**config.mk**
```make
export PLATFORM = sky130hd
export DESIGN_NAME = alu_op_sequencer_flat
export DESIGN_NICKNAME = d
export VERILOG_FILES = /design/src/rtl/alu_op_sequencer_if.sv /design/src/rtl/alu_op_sequencer.sv /design/src/flat_wrapper.sv
export SDC_FILE = /design/constraint.sdc
export NUM_CORES = 1
export LEC_CHECK = 0
export ABC_AREA = 1
export CORE_MARGIN = 3
export CORE_UTILIZATION = 58
export DETAILED_ROUTE_END_ITERATION = 12
export PLACE_DENSITY_LB_ADDON = 0.1
export SLEW_MARGIN = 20
export SYNTH_ARGS = -nofsm -noshare
export SYNTH_HDL_FRONTEND = slang
export SYNTH_SLANG_ARGS = --single-unit
```
**constraint.sdc**
```tcl
create_clock -name clk -period 3.3 [get_ports clk]
set_input_delay 0.66 -clock clk [delete_from_list [all_inputs] [get_ports clk]]
set_output_delay 0.66 -clock clk [all_outputs]
set_load 0.005 [all_outputs]
```
**src/rtl/alu_op_sequencer_if.sv**
```systemverilog
// Command/result handshake between the ALU op sequencer (master) and its
// ALU/register responder (slave).
interface alu_op_sequencer_if;
  logic       op_valid;
  logic       op_ready;
  logic [2:0] op_func;
  logic [3:0] op_a;
  logic       res_valid;
  logic [7:0] res_data;

  modport master (
    output op_valid, op_func, op_a,
    input  op_ready, res_valid, res_data
  );

  modport slave (
    input  op_valid, op_func, op_a,
    output op_ready, res_valid, res_data
  );
endinterface

```
**src/rtl/alu_op_sequencer.sv**
```systemverilog
// Steps through a small program of {func, operand} entries, issuing each to an ALU responder.
// Optional WAIT timeout with sticky error flag: define ALU_SEQ_TIMEOUT_EN.
module alu_op_sequencer #(
  parameter  int unsigned DEPTH = 8,
  localparam int unsigned AW    = $clog2(DEPTH)
) (
  input  logic                clk,
  input  logic                reset,
  input  logic                prog_we,
  input  logic [AW-1:0]       prog_addr,
  input  logic [6:0]          prog_data,
  input  logic [AW-1:0]       prog_last,
  input  logic                start,
  alu_op_sequencer_if.master  op_if,
  output logic                busy,
  output logic                done,
  output logic [7:0]          result,
  output logic [3:0]          zero_cnt,
  output logic                error
);

  typedef enum logic [1:0] {S_IDLE, S_ISSUE, S_WAIT, S_DONE} state_t;

  state_t        r_state;
  state_t        w_next;
  logic [6:0]    r_mem [DEPTH];
  logic [AW-1:0] r_pc;
  logic [AW-1:0] r_last;
  logic [7:0]    r_result;
  logic [3:0]    r_zero;
  logic [6:0]    w_entry;
  logic          w_tmo_hit;

`ifdef ALU_SEQ_TIMEOUT_EN
  logic [3:0] r_tmo;
  logic       r_error;
  // Counter holds k-1 during the k-th WAIT cycle, so 14 marks the 15th idle cycle.
  assign w_tmo_hit = (r_tmo == 4'd14);
  assign error     = r_error;
`else
  assign w_tmo_hit = 1'b0;
  assign error     = 1'b0;
`endif

  assign w_entry = r_mem[r_pc];

  always_ff @(posedge clk or posedge reset) begin
    if (reset) r_state <= S_IDLE;
    else       r_state <= w_next;
  end

  always_comb begin
    w_next = r_state;
    case (r_state)
      S_IDLE:  if (start) w_next = S_ISSUE;
      S_ISSUE: if (op_if.op_ready) w_next = S_WAIT;
      S_WAIT: begin
        if (op_if.res_valid) w_next = (r_pc == r_last) ? S_DONE : S_ISSUE;
        else if (w_tmo_hit)  w_next = S_DONE;
      end
      S_DONE:  w_next = S_IDLE;
      default: w_next = S_IDLE;
    endcase
  end

  // Command fields are forced to zero outside ISSUE so reset never exposes unreset memory.
  assign op_if.op_valid = (r_state == S_ISSUE);
  assign op_if.op_func  = (r_state == S_ISSUE) ? w_entry[6:4] : '0;
  assign op_if.op_a     = (r_state == S_ISSUE) ? w_entry[3:0] : '0;
  assign busy           = (r_state != S_IDLE);
  assign done           = (r_state == S_DONE);
  assign result         = r_result;
  assign zero_cnt       = r_zero;

  always_ff @(posedge clk) begin
    if (r_state == S_IDLE && prog_we) r_mem[prog_addr] <= prog_data;
  end

  always_ff @(posedge clk or posedge reset) begin
    if (reset) begin
      r_pc     <= '0;
      r_last   <= '0;
      r_result <= '0;
      r_zero   <= '0;
`ifdef ALU_SEQ_TIMEOUT_EN
      r_tmo    <= '0;
      r_error  <= 1'b0;
`endif
    end else begin
      case (r_state)
        S_IDLE: begin
          if (start) begin
            r_pc   <= '0;
            r_last <= prog_last;
            r_zero <= '0;
`ifdef ALU_SEQ_TIMEOUT_EN
            r_error <= 1'b0;
`endif
          end
        end
        S_ISSUE: begin
`ifdef ALU_SEQ_TIMEOUT_EN
          r_tmo <= '0;
`endif
        end
        S_WAIT: begin
          if (op_if.res_valid) begin
            r_result <= op_if.res_data;
            if (op_if.res_data == 8'h00 && r_zero != 4'hF) r_zero <= r_zero + 4'd1;
            r_pc <= r_pc + AW'(1);
          end
`ifdef ALU_SEQ_TIMEOUT_EN
          else if (w_tmo_hit) r_error <= 1'b1;
          else                r_tmo   <= r_tmo + 4'd1;
`endif
        end
        default: ;
      endcase
    end
  end

endmodule

```
**src/flat_wrapper.sv**
```systemverilog
// flat-port wrapper written by rule: the top's interface ports become plain ports
module alu_op_sequencer_flat 
#(
  parameter  int unsigned DEPTH = 8,
  localparam int unsigned AW    = $clog2(DEPTH)
)
  (clk, reset, prog_we, prog_addr, prog_data, prog_last, start, busy, done, result, zero_cnt, error, op_if_op_valid, op_if_op_func, op_if_op_a, op_if_op_ready, op_if_res_valid, op_if_res_data);
  alu_op_sequencer_if op_if_i ();
  input  logic clk;
  input  logic reset;
  input  logic prog_we;
  input  logic [AW-1:0] prog_addr;
  input  logic [6:0] prog_data;
  input  logic [AW-1:0] prog_last;
  input  logic start;
  output logic busy;
  output logic done;
  output logic [7:0] result;
  output logic [3:0] zero_cnt;
  output logic error;
  output wire logic [$bits(op_if_i.op_valid)-1:0] op_if_op_valid;
  output wire logic [$bits(op_if_i.op_func)-1:0] op_if_op_func;
  output wire logic [$bits(op_if_i.op_a)-1:0] op_if_op_a;
  input wire logic [$bits(op_if_i.op_ready)-1:0] op_if_op_ready;
  input wire logic [$bits(op_if_i.res_valid)-1:0] op_if_res_valid;
  input wire logic [$bits(op_if_i.res_data)-1:0] op_if_res_data;
  assign op_if_op_valid = op_if_i.op_valid;
  assign op_if_op_func = op_if_i.op_func;
  assign op_if_op_a = op_if_i.op_a;
  assign op_if_i.op_ready = op_if_op_ready;
  assign op_if_i.res_valid = op_if_res_valid;
  assign op_if_i.res_data = op_if_res_data;
  alu_op_sequencer #(.DEPTH(DEPTH)) u_core (.clk(clk), .reset(reset), .prog_we(prog_we), .prog_addr(prog_addr), .prog_data(prog_data), .prog_last(prog_last), .start(start), .op_if(op_if_i), .busy(busy), .done(done), .result(result), .zero_cnt(zero_cnt), .error(error));
endmodule
```
==> out/summary.txt <==
maximum vdd ir drop: 0.397 mV
setup TNS: 0 ns
Top Family by Delay on Critical Path: buffers and inverters
clock sink total: 76
die footprint: 0.00664 mm2
Ys Warns: 0
Core ar.: 0.00530 mm2
CTS resizes: 0
leak pwr: 1.61 nW
Synthesized Nets: 351
clock buffer depth: 2
Syn Area/Cell: 10.3 um2
via count: 2,408
power per cell area: 705 mW/mm2
fin crit share: 92.7%
dpl cells: 436
post-synthesis cell type count: 27
first-pass GRT wire length: 11,200 um
crit-path cells: buf_4 > nor2_1 > nor2_1 > o21ai_0 > o21ai_1 > nor2_1 > nor2_1 > clkdlybuf4s50_1
Initial Util: 62.3%
routability cong.: 0.825
setup bufs post-CTS: 0
Max Cap Violations: 0
final worst path period need: 3.06 ns
status: complete, no violations
# fillers: 365
total power: 2.84 mW
die height: 81.5 um
Finished Layout Cells: 451
M3 GR Usage: 6.47%
antenna cells: 0
unrepaired setup endpoints after global routing: no
nets@finish: 406
Synth-to-Final Area Change: 21.8%
DRT iter0 DRCs: 182
clock root buffer master: clkbuf_8
worst slew pin tran: 0.773 ns
skew final: 0.00804 ns
max frequency: 327 MHz
most frequent CP cell: nor2_1
via/cell ratio: 5.34
H-tree depth: 3
critical path data required time: 2.64 ns
antenna-violating nets left: 0
Crit Path Category: flop to output port
area post-placement: 0.00387 mm2
Num CTS Buffers: 9
per-cell routed wire length: 15.5 um
FF+latch count, synth: 76
synthesized area: 0.00330 mm2
total wire length after detailed routing: 6990 um
dpl hpwl: 4840 um
DRC: 0
crit path DAT: 2.40 ns
Boundary Pins: 50
post-route cell area: 0.00402 mm2
worst skew pair latency: 0.34 ns
hold crit path type: flop to flop
die width: 81.5 um
number of global-route vias before repair: 2,338
critical path buffer and inverter count: 2
met2 usage: 37.4%
Remaining Overflow, GRT: 0
layout cells sized above 1: 9.45%
CP Max Fanout: 19
Initial DRT Pass Iterations: 5
register area share after synthesis: 66.1%
GRT Max-Usage Layer: met2
final max-slew violation count: 0
initial antenna violation count: 0
GR Util All Layers: 23.6%
FP Rows: 26
hold buffers post-CTS: 0
slowest cell delay on critical path: 0.60 ns
Worst slew margin: 48.4%
startpoint type of the worst setup path: flop
Mapped Cells: 322
CTS tree: yes
Hold WS: 0.489 ns
met1 Usage GRT: 30.5%
final setup violation count: 0
Worst-path clk slew: 0.07 ns
largest net degree at the start of global routing: 31
Slowest-stage cell, CP: dfrtp_1
Crit. End Element: output port
Fin. Hold Viols: 0
port buffer count: 48
## cells by family after synthesis
kind of cell / after synthesis / share of synthesized area (%)
flops: 76 / 66.1
mux: 5 / 2.05
compound gates: 44 / 6.67
buf+inv: 33 / 4.43
simple gates: 159 / 19.4
xor+xnor: 2 / 0.530
other cells: 1 / 0.114
fa+ha+maj: 2 / 0.757
## stage by stage
step	worst slack, ns	utilization, %
finish	0.242	75.9
global route	0.0934	75.9
CTS	0.242	75.9
detailed placement	0.659	72.9
global placement	0.717	72.9
floorplan	1.48	-
## area by class of cell
class,count,area (um2),share of cell area [%]
clock buffer,10,128,3.17
clock inverter,5,30.0,0.746
inverter,21,81.3,2.02
multi-input combinational,213,975,24.2
sequential,76,2180,54.2
tap,70,87.6,2.18
timing repair buffer,56,541,13.4
## cell usage after synthesis
master | instances | area share (%)
nand2_2 | 3 | 0.57
dfrtp_1 | 20 | 15
or2_1 | 1 | 0.19
nand2_4 | 1 | 0.34
buf_6 | 1 | 0.34
a21oi_1 | 2 | 0.30
ha_1 | 2 | 0.76
nor2_2 | 1 | 0.19
nand2_1 | 49 | 5.6
o21ai_1 | 3 | 0.45
buf_4 | 1 | 0.23
mux2_2 | 2 | 0.68
nand3_1 | 15 | 2.3
inv_1 | 18 | 2.0
nor3_1 | 2 | 0.30
clkbuf_1 | 3 | 0.34
buf_2 | 7 | 1.1
xor2_1 | 1 | 0.27
inv_4 | 1 | 0.19
o21ai_0 | 39 | 5.9
edfxtp_1 | 56 | 51
mux2_4 | 3 | 1.4
inv_2 | 2 | 0.23
conb_1 | 1 | 0.11
nor2_1 | 86 | 9.8
or2_2 | 1 | 0.19
xnor2_1 | 1 | 0.27
## power breakdown
| group | internal (mW) | leakage, nW | switching (mW) |
|---|---|---|---|
| logic | 0.460 | 0.771 | 0.528 |
| clock network | 0.265 | 0.0779 | 0.320 |
| registers | 1.15 | 0.759 | 0.113 |
## final timing paths
kind                            cells after the start  slack, ns                     startpoint                           end
min in group asynchronous                           2       0.76                          reset  u_core.result[1]$_DFFE_PP0P_
worst max register to register                      5       1.17  u_core.r_state[0]$_DFFE_PP0P_  u_core.r_mem[3][0]$_DFFE_PP_
worst max-delay path                                8       0.24     u_core.r_pc[0]$_DFFE_PP0P_              op_if_op_func[2]
max in group asynchronous                           2       2.06                          reset  u_core.result[7]$_DFFE_PP0P_
worst min-delay path                                2       0.49   u_core.result[1]$_DFFE_PP0P_  u_core.result[1]$_DFFE_PP0P_
worst min register to register                      2       0.49   u_core.result[1]$_DFFE_PP0P_  u_core.result[1]$_DFFE_PP0P_
## worst reg2reg max path, cell delays in order (launching register included)
cell and delay [ns]:
dfrtp_1 0.42, nor2_1 0.19, inv_1 0.11, nor2_1 0.28
nand2_1 0.18, nor2_1 0.58
## layout by cell type, fill, tap and decap left out, drive strengths merged
| cell | count |
|---|---|
| o21ai | 42 |
| conb | 1 |
| nand3 | 15 |
| edfxtp | 56 |
| nor3 | 2 |
| clkinv | 3 |
| clkinvlp | 2 |
| clkdlybuf4s50 | 48 |
| nor2 | 87 |
| dfrtp | 20 |
| a21oi | 2 |
| mux2 | 5 |
| xnor2 | 1 |
| nand2 | 53 |
| clkbuf | 10 |
| inv | 21 |
| or2 | 2 |
| xor2 | 1 |
| ha | 2 |
| buf | 8 |
## routing by layer
metal / up-vias / part of all wire [%]
met5: - / 0
met4: 0 / 1.4
met3: 9 / 6.4
met2: 88 / 49
met1: 1135 / 43
li1: 1176 / -
## registers in the layout (all words and copies together) (netlist names)
| name | cells |
|---|---|
| u_core.r_pc | 3 |
| u_core.r_state | 2 |
| u_core.zero_cnt | 4 |
| u_core.r_mem | 56 |
| u_core.r_last | 3 |
| u_core.result | 8 |
Power figures use the tool's default switching activity.
